==> config.mk <==
export PLATFORM = sky130hd
export DESIGN_NAME = carry_slice_output_stage
export DESIGN_NICKNAME = d
export VERILOG_FILES = /design/src/rtl/carry_slice_output_stage.sv
export SDC_FILE = /design/constraint.sdc
export NUM_CORES = 1
export LEC_CHECK = 0
export ABC_AREA = 1
export CAP_MARGIN = 5
export CELL_PAD_IN_SITES_DETAIL_PLACEMENT = 0
export CELL_PAD_IN_SITES_GLOBAL_PLACEMENT = 1
export CORE_MARGIN = 4
export CORE_UTILIZATION = 36
export DETAILED_ROUTE_END_ITERATION = 7
export PLACE_DENSITY_LB_ADDON = 0.1
export SLEW_MARGIN = 5
export SYNTH_ARGS = -nofsm -noshare
export SYNTH_HDL_FRONTEND = slang
export SYNTH_SLANG_ARGS = --single-unit
export TNS_END_PERCENT = 50
==> constraint.sdc <==
create_clock -name clk -period 1.25 [get_ports clk]
set_input_delay 0.1875 -clock clk [delete_from_list [all_inputs] [get_ports clk]]
set_output_delay 0.1875 -clock clk [all_outputs]
set_load 0.05 [all_outputs]
==> src/rtl/carry_slice_output_stage.sv <==
// Slice output stage behind the fast carry chain: optional output FF plus serial config loader.
// Latency: comb path 0 cycles, registered path 1 cycle; config applies on the cycle after commit.
// Backpressure: none; cfg_ready flags when a full shadow word is held and a commit will be taken.
//
// Ports:
//   clk, reset            single clock, synchronous active-high reset
//   lut_out, sum_in       candidate data sources for the output path
//   carry_in              carry from the chain, forwarded as carry_out_o
//   ce, sr                flip-flop enable (polarity from config) and sync set/reset
//   cfg_bit, cfg_shift    serial config stream, LSB first, qualified by cfg_shift
//   cfg_commit            apply the shadow word (taken only while cfg_ready is high)
//   cfg_ready, cfg_active loader status: word complete / a config has been applied
//   data_out, carry_out_o slice outputs, forced low until the first commit
//
// Optional feature macro: CARRY_OUT_REG_EN adds a carry-out register selected by config bit 5.
module carry_slice_output_stage #(
    parameter int   CFG_W    = 8,
    parameter logic INIT_VAL = 1'b0
) (
    input  logic clk,
    input  logic reset,
    input  logic lut_out,
    input  logic sum_in,
    input  logic carry_in,
    input  logic ce,
    input  logic sr,
    input  logic cfg_bit,
    input  logic cfg_shift,
    input  logic cfg_commit,
    output logic cfg_ready,
    output logic cfg_active,
    output logic data_out,
    output logic carry_out_o
);

    localparam int CNT_W = $clog2(CFG_W + 1);
    localparam logic [CNT_W-1:0] CNT_ONE  = CNT_W'(1);
    localparam logic [CNT_W-1:0] CNT_FULL = CNT_W'(CFG_W);

    // Bit 5 only matters when the carry-out register exists, so it is kept
    // in the active config only in that build.
`ifdef CARRY_OUT_REG_EN
    localparam int ACT_W = 6;
`else
    localparam int ACT_W = 5;
`endif

    typedef enum logic [1:0] {
        IDLE  = 2'd0,
        SHIFT = 2'd1,
        FULL  = 2'd2
    } state_t;

    state_t             state_q, state_d;
    logic [CNT_W-1:0]   count_q, count_d;
    logic [CFG_W-1:0]   shadow_q, shadow_d;
    logic [ACT_W-1:0]   active_cfg_q, active_cfg_d;
    logic               cfg_active_q, cfg_active_d;
    logic               ff_q, ff_d;
    logic               commit_fire;

    // Decoded fields of the live configuration.
    logic out_sel, d_sel, sr_val, ce_inv;
    logic d_mux, ce_eff, carry_sel;

    assign out_sel = active_cfg_q[0];
    assign d_sel   = active_cfg_q[1];
    assign sr_val  = active_cfg_q[2];
    assign ce_inv  = active_cfg_q[4];

    assign d_mux  = d_sel ? sum_in : lut_out;
    assign ce_eff = ce ^ ce_inv;

    // ------------------------------------------------------------------
    // Loader FSM: counts shifted bits, accepts commit only when full.
    // ------------------------------------------------------------------
    always_comb begin
        state_d     = state_q;
        count_d     = count_q;
        commit_fire = 1'b0;
        case (state_q)
            IDLE: begin
                if (cfg_shift) begin
                    count_d = CNT_ONE;
                    state_d = (CNT_ONE == CNT_FULL) ? FULL : SHIFT;
                end
            end
            SHIFT: begin
                if (cfg_shift) begin
                    count_d = count_q + CNT_ONE;
                    if (count_q + CNT_ONE == CNT_FULL) begin
                        state_d = FULL;
                    end
                end
            end
            FULL: begin
                if (cfg_commit) begin
                    commit_fire = 1'b1;
                    if (cfg_shift) begin
                        // The bit shifted alongside the commit starts the next word.
                        count_d = CNT_ONE;
                        state_d = (CNT_ONE == CNT_FULL) ? FULL : SHIFT;
                    end else begin
                        count_d = '0;
                        state_d = IDLE;
                    end
                end
                // A plain shift while full keeps sliding the window: the
                // newest CFG_W bits always form the word.
            end
            default: begin
                state_d = IDLE;
                count_d = '0;
            end
        endcase
    end

    // ------------------------------------------------------------------
    // Shadow / active config and the output flip-flop.
    // ------------------------------------------------------------------
    always_comb begin
        shadow_d     = cfg_shift ? {cfg_bit, shadow_q[CFG_W-1:1]} : shadow_q;
        // Commit samples the shadow as it stood before any same-cycle shift.
        active_cfg_d = commit_fire ? shadow_q[ACT_W-1:0] : active_cfg_q;
        cfg_active_d = cfg_active_q | commit_fire;

        ff_d = ff_q;
        if (commit_fire) begin
            ff_d = shadow_q[3];
        end else if (cfg_active_q) begin
            if (sr) begin
                ff_d = sr_val;
            end else if (ce_eff) begin
                ff_d = d_mux;
            end
        end
    end

    always_ff @(posedge clk) begin
        if (reset) begin
            state_q      <= IDLE;
            count_q      <= '0;
            shadow_q     <= '0;
            active_cfg_q <= '0;
            cfg_active_q <= 1'b0;
            ff_q         <= INIT_VAL;
        end else begin
            state_q      <= state_d;
            count_q      <= count_d;
            shadow_q     <= shadow_d;
            active_cfg_q <= active_cfg_d;
            cfg_active_q <= cfg_active_d;
            ff_q         <= ff_d;
        end
    end

    // ------------------------------------------------------------------
    // Carry forwarding.
    // ------------------------------------------------------------------
`ifdef CARRY_OUT_REG_EN
    logic carry_ff_q;

    always_ff @(posedge clk) begin
        if (reset) begin
            carry_ff_q <= 1'b0;
        end else begin
            carry_ff_q <= carry_in;
        end
    end

    assign carry_sel = active_cfg_q[5] ? carry_ff_q : carry_in;
`else
    assign carry_sel = carry_in;
`endif

    // Outputs are gated by reset too so the reset cycle itself is quiet,
    // not only the cycles after the registers clear.
    assign cfg_ready   = (state_q == FULL) && !reset;
    assign cfg_active  = cfg_active_q;
    assign data_out    = !reset && cfg_active_q && (out_sel ? ff_q : d_mux);
    assign carry_out_o = !reset && cfg_active_q && carry_sel;

endmodule

# ---- Yosys cells after proc, flatten, opt, wreduce, memory -nomap -nowiden
# Cells that the tools add are included.
dict set report totals {
  ff_bits 21
  input_bits 10
  elab_cells 46
}
dict set report classes {
  addsub 1
  n_eq_ne 7
  muxes 19
  bitwise_logic 2
  reduce_logical 11
}
# operator n
set op_table {}
lappend op_table {{$mux W4} 3}
lappend op_table {{$pmux W4 S3} 1}
lappend op_table {{$mux W1} 10}
lappend op_table {{$mux W2} 4}
lappend op_table {{$ne A2 B2 Y1 const B} 4}
lappend op_table {{$pmux W2 S3} 1}
lappend op_table {{$add A4 B1 Y4 const B} 1}
lappend op_table {{$eq A4 B4 Y1 const B} 1}
lappend op_table {{$logic_and A1 B1 Y1} 4}
lappend op_table {{$reduce_and A4 Y1} 1}
lappend op_table {{$reduce_and A3 Y1} 1}
lappend op_table {{$reduce_bool A3 Y1} 1}
lappend op_table {{$eq A2 B1 Y1 const B} 1}
lappend op_table {{$eq A2 B2 Y1 const B} 1}
lappend op_table {{$logic_not A2 Y1} 1}
lappend op_table {{$reduce_and A2 Y1} 1}
lappend op_table {{$reduce_bool A2 Y1} 1}
lappend op_table {{$logic_not A1 Y1} 1}
lappend op_table {{$or A1 B1 Y1} 1}
lappend op_table {{$xor A1 B1 Y1} 1}

# ---- Longest topological paths before layout
# Gate-level depths: netlist of the first run.
dict set report depth {
  ltp_word 5
  depth_mapped 7
}

# ---- Worst setup path before layout of the first run
# Ideal clock, no wire load.
dict set report synth_timing {
  kind {flip-flop to output port}
  startpoint {reg state_q[1]}
  endpoint {out cfg_ready}
  arrival_ns 1.488
  slack_ns -0.425
  path_stages_with_launch 3
  path_buffers 0
  path_cell_list {dfxtp_1 inv_2 nor3_1}
}
dict set report synth_between {
  elab_chain_len 2
}
# element line
set synth_lines {}
lappend synth_lines {{start: declaration} 54} ;# state_t state_q, state_d;
lappend synth_lines {{start signal: assignment} 148} ;# state_q <= state_d;
lappend synth_lines {{$eq A2 B2 Y1} 178} ;# assign cfg_ready = (state_q == FULL) && !reset;
lappend synth_lines {{$logic_and A1 B1 Y1} 178}
lappend synth_lines {{end: declaration} 30} ;# output logic cfg_ready,
# No other way between the ends.

# ---- Worst setup path in the final report of the first run
dict set report layout_timing {
  startpoint {reg active_cfg_q[1]}
  endpoint {out data_out}
}
dict set report layout_between {
  elab_chain_len 3
}
# element line
set layout_lines {}
lappend layout_lines {{start: declaration} 57} ;# logic [ACT_W-1:0] active_cfg_q, active_cfg_d;
lappend layout_lines {{start signal: assignment} 151} ;# active_cfg_q <= active_cfg_d;
lappend layout_lines {{$mux W1} 71} ;# assign d_mux = d_sel ? sum_in : lut_out;
lappend layout_lines {{$mux W1} 180} ;# assign data_out = !reset && cfg_active_q && (out_sel ? ff_q : d_mux);
lappend layout_lines {{$logic_and A1 B1 Y1} 180}
lappend layout_lines {{end: declaration} 32} ;# output logic data_out,
# No other way between the ends.

==> metrics.txt, run 1 <==
outcome finished, violations left; failing checks setup timing; setup slack at placement -0.130 ns; first-pass GRT wire length 3.35 mm; Worst Setup SP active_cfg_q[1]; final worst path period share 100%; DR vias/cell 4.75; Rows 17; post-placement cell area 1170 um2; synthesized area per cell 6.83 um2; Clock Path Buffers 2; unrepaired setup endpoints after global routing true; die area 3370 um2; DRT iter0 DRCs 15; clock skew 0.0123 ns; Nets 173; final routed DRC violation total 0; Final WS setup -0.00493 ns; met2 wire length 957 um; post-synth cell types 17; Root Driver clkbuf_4; worst r2r src state_q[0]; Crit Reg-Reg Endpoint ff_q; ANT cells 0; Worst-Skew Late Latency 0.30 ns; WP data arrival 1.07 ns; leakage 0.582 nW; HPWL Detailed 1.45 mm; VDD IR-drop max 0.878 mV; PD cells 1030 nW/um2; FF+latch count, synth 20; starting density of the core 39.3%; Reg2Reg Depth 9; clk sinks 20; final hold viol count 0; min-delay src reset; dpl cells 181; vias in the first global route 830; layout cells sized above 1 28.0%; FMAX 797 MHz; routed vias 897; CTS Hold Bufs 0; Hold Path Stages 3; Placer Congestion 0.801; Synth warnings 0; CP Launch Type register; CTS HTree Levels 1; Port-buffer cells 13; Global Route Usage Sum 12.7%; GRT Residual Overflow 0; Worst Setup End Kind primary output; most frequent cells in the layout nand2_1, nor2_1, dfxtp_1, buf_4; final instance area 1310 um2; Die X 58.1 um; Cells after Synth 132; final worst path period need 1.25 ns; Wirelength per Cell 10.4 um; Post-Syn Nets 143; I/O pin count 14; worst slew pin tran 0.194 ns; Max FO, Critical Path 2; core area 2300 um2; Die Y 58.1 um; sequential area share after synthesis 44.4%; DR top layer met4; Slew Limit Fails 0; Reg clk slew, reported paths 0.12 ns; Min-Delay Endpoint count_q[1]; initial antenna violation count 0; Metal-1 WL 907 um; ANT nets after route 0; met3 routed WL 78 um; first-pass iteration count of the detailed router 4; Finished Layout Cells 189; commonest non-fill, non-tap cell in the layout nand2_1; max_cap viols 0; Slew headroom 86.9%; critical path class register to primary output; WL final 1.96 mm; R2R Setup Slk 0.06 ns; Area Overhead vs Synth 44.9%; pin count of the biggest net entering global routing 16; area of the mapped netlist 902 um2; CTS Buf Count 3; setup TNS -0.00493 ns; TritonCTS clock tree yes; Critical Path RT 1.06 ns; Final Setup Violations 1; number of filler cells placed in the layout 228; Hold WC Path Type primary input to register
-- critical path, cell delays in order (launching register included) --
cell and delay (ns):
dfxtp_2 0.34, nand2_1 0.09, nand3_2 0.08, nand2_1 0.07
inv_2 0.04, buf_12 0.14
-- flip-flops by register name, summed over array words and instances (netlist names) --
register / count
state_q: 2
cfg_active: 1
count_q: 4
active_cfg_q: 4
ff_q: 1
shadow_q: 8
-- final cells by class --
cell class | count | area (um2) | area share [%]
multi-input cells | 90 | 449 | 34.4
well taps | 28 | 35.0 | 2.68
clock inverters | 1 | 30.0 | 2.30
flip-flops and latches | 20 | 412 | 31.5
repair buffers | 28 | 285 | 21.8
clock buffers | 3 | 22.5 | 1.72
inverters | 19 | 73.8 | 5.65
-- layer usage --
layer,GRT usage (%),up-vias
met2,21.5,9
met4,3.64,0
met5,0,-
met3,4.68,2
met1,15.0,407
li1,-,479
-- worst max path at each step --
stage / slack [ns] / end / cells past startpoint
floorplan: -0.36 / carry_out_o / 2
global placement: -0.13 / cfg_ready / 4
detailed placement: -0.13 / cfg_ready / 4
CTS: -0.02 / cfg_ready / 3
global route: -0.07 / data_out / 5
finish: -0.005 / data_out / 5
-- power by group --
group | total [W] | internal (W) | switching (W)
registers | 0.000673 | 0.000657 | 0.0000161
clock network | 0.000523 | 0.000324 | 0.000199
logic | 0.000155 | 0.0000782 | 0.0000771
-- synth_stat cells --
cell type,count,area (um2)
nand2_1,27,101
nor2_1,22,82.6
dfxtp_1,20,400
inv_1,15,56.3
o21ai_0,14,70.1
a21oi_1,13,65.1
nand3_1,6,30.0
inv_2,4,15.0
nand4_1,2,12.5
o21ai_1,2,10.0
buf_1,1,3.75
buf_4,1,7.51
buf_6,1,11.3
ha_1,1,12.5
nand3b_1,1,7.51
nor2_4,1,11.3
nor3_1,1,5.00
-- stage by stage --
step           util, %  total power [W]  hold WS, ns
2_1_floorplan        -         0.000757        0.257
3_3_place_gp      51.0         0.000830        0.454
3_5_place_dp      51.0         0.000831        0.458
4_1_cts           55.4          0.00136        0.354
5_1_grt           56.9          0.00141        0.361
6_report          56.9          0.00135        0.361
-- logic make-up after synthesis --
kind of cell,share of synthesized area (%)
AO/OA/AOI/OAI,16.1
adder cells (fa/ha/maj),1.39
buffers and inverters,10.4
flip-flops,44.4
AND/OR/NAND/NOR,27.7
-- what timing repair did --
action | in CTS | in global routing
pin swaps | 2 | 5
setup endpoints to repair | 3 | 9
resized for setup | 14 | 9
setup buffers | 4 | 1
Note: power is estimated with default switching activity, not from simulation.
==> run 2, diff against run 1 <==
- GPL_TIMING_DRIVEN: not set -> 0
==> metrics.txt, run 2 (synthesis gave the netlist of run 1 again) <==
WP data arrival 1.08 ns (was 1.07 ns); Critical Path RT 1.06 ns (about the same); Largest register FFs 8 (unchanged); Rows 17 (unchanged); Wirelength per Cell 11.0 um (was 10.4 um); WL final 2.04 mm (was 1.96 mm); worst slew pin tran 0.359 ns (was 0.194 ns); initial antenna violation count 0 (unchanged); I/O pin count 14 (unchanged); Slew Limit Fails 0 (unchanged); max_cap viols 0 (unchanged); vias in the first global route 809 (was 830); Die Y 58.1 um (unchanged); Final WS setup -0.0129 ns (was -0.00493 ns); DR vias/cell 4.77 (was 4.75); TritonCTS clock tree yes (unchanged); most frequent cells in the layout nand2_1, nor2_1, dfxtp_1, inv_1, o21ai_0 (was nand2_1, nor2_1, dfxtp_1, buf_4); final worst path period need 1.26 ns (was 1.25 ns); final core occ 53.8% (was 56.9%); final hold viol count 0 (unchanged); ANT cells 0 (unchanged); setup TNS -0.0129 ns (was -0.00493 ns); starting density of the core 39.3% (unchanged); Worst-Skew Late Latency 0.31 ns (was 0.30 ns); leakage 0.560 nW (was 0.582 nW); crit-path max cell delay 0.35 ns (was 0.34 ns); Final Setup Violations 1 (unchanged); Slowest cell on crit path dfxtp_2 (unchanged); die area 3370 um2 (unchanged); core area 2300 um2 (unchanged); unrepaired setup endpoints after global routing true (unchanged); CP cell instances inv_2, nand2_2, nand3_2, nand2_1, inv_1, buf_6 (was nand2_1, nand3_2, nand2_1, inv_2, buf_12); Global Route Usage Sum 12.9% (was 12.7%); Max FO, Critical Path 2 (unchanged); pin count of the biggest net entering global routing 13 (was 16); Nets 169 (was 173); ANT nets after route 0 (unchanged); CTS HTree Levels 1 (unchanged); DRT iter0 DRCs 12 (was 15); Root Driver clkbuf_4 (unchanged); critical path class register to primary output (unchanged); outcome finished, violations left (unchanged); final worst path period share 101% (was 100%); Reg clk slew, reported paths 0.13 ns (was 0.12 ns); VDD IR-drop max 0.693 mV (was 0.878 mV); CP Launch Type register (unchanged); Largest Register shadow_q (unchanged); first-pass iteration count of the detailed router 4 (unchanged); failing checks setup timing (unchanged); CTS Hold Bufs 0 (unchanged); FMAX 792 MHz (was 797 MHz); Worst Setup End Kind primary output (unchanged); routed vias 882 (was 897); Hold WC Path Type primary input to register (unchanged); PD cells 1090 nW/um2 (was 1030 nW/um2); commonest non-fill, non-tap cell in the layout nand2_1 (unchanged); Clock Path Buffers 2 (unchanged); first-pass GRT wire length 3.42 mm (was 3.35 mm); clk sinks 20 (unchanged); Area Overhead vs Synth 37.0% (was 44.9%); CTS Buf Count 3 (unchanged); biggest regs shadow_q x8, active_cfg_q x4, count_q x4 (unchanged); Port-buffer cells 13 (unchanged); layout cells sized above 1 22.9% (was 28.0%); final routed DRC violation total 0 (unchanged); number of filler cells placed in the layout 220 (was 228); clock skew 0.0107 ns (was 0.0123 ns); GRT Residual Overflow 0 (unchanged); Die X 58.1 um (unchanged); Slew headroom 76.1% (was 86.9%); Placer Congestion 0.757 (was 0.801); HPWL Detailed 1.39 mm (was 1.45 mm)
[run 2: through the flow]
stage,hold slack [ns],area [um2],worst slack (ns),total power (W),cells
2_1_floorplan,0.257,907,-0.358,0.000757,132
3_3_place_gp,0.450,1070,-1.04,0.000811,173
3_5_place_dp,0.453,1070,-1.04,0.000813,173
4_1_cts,0.360,1170,-0.0336,0.00136,181
5_1_grt,0.362,1240,-0.0864,0.00142,185
6_report,0.333,1240,-0.0129,0.00135,185
[run 2: area by class of cell]
class	count	area, um2	share of cell area (%)
buffer	3	26.3	2.13
clock buffer	3	22.5	1.82
clock inverter	1	30.0	2.43
inverter	19	73.8	5.97
multi-input combinational	90	448	36.2
sequential	20	410	33.2
tap	28	35.0	2.83
timing repair buffer	21	190	15.4
[run 2: final timing paths]
kind / slack [ns] / endpoint / start / cells after the start
min: 0.33 / shadow_q[0] / cfg_shift / 3
max: -0.01 / data_out / active_cfg_q[1] / 6
max reg2reg: 0.04 / state_q[0] / state_q[0] / 7
min reg2reg: 0.46 / active_cfg_q[2] / active_cfg_q[2] / 2
[run 2: report_power, final]
| part | switching [W] | internal [W] |
|---|---|---|
| logic | 0.0000771 | 0.0000660 |
| clock network | 0.000213 | 0.000324 |
| registers | 0.0000156 | 0.000657 |
| total | 0.000306 | 0.00105 |
[run 2: routing by layer]
metal / global-route usage [%] / vias up / share of wire (%)
li1: - / 471 / -
met1: 15.9 / 397 / 47
met2: 21.5 / 10 / 47
met3: 4.68 / 4 / 4.3
met4: 2.98 / 0 / 1.6
met5: 0 / - / 0
[run 2: critical path: cells and delay by family (launching register included)]
family,cells,cell delay (ns)
buffers and inverters,3,0.26
flip-flops,1,0.35
AND/OR/NAND/NOR,3,0.15
[run 2: timing repair]
item | in CTS | in global routing
pin swaps | 1 | 3
resized for setup | 35 | 12
setup endpoints to repair | 13 | 10
setup buffers | 4 | 4
==> run 3, diff against run 2 <==
- SLEW_MARGIN: 5 -> not set
==> results of run 3 <==
Final layout, timing and power as in run 2 (identical DEF).
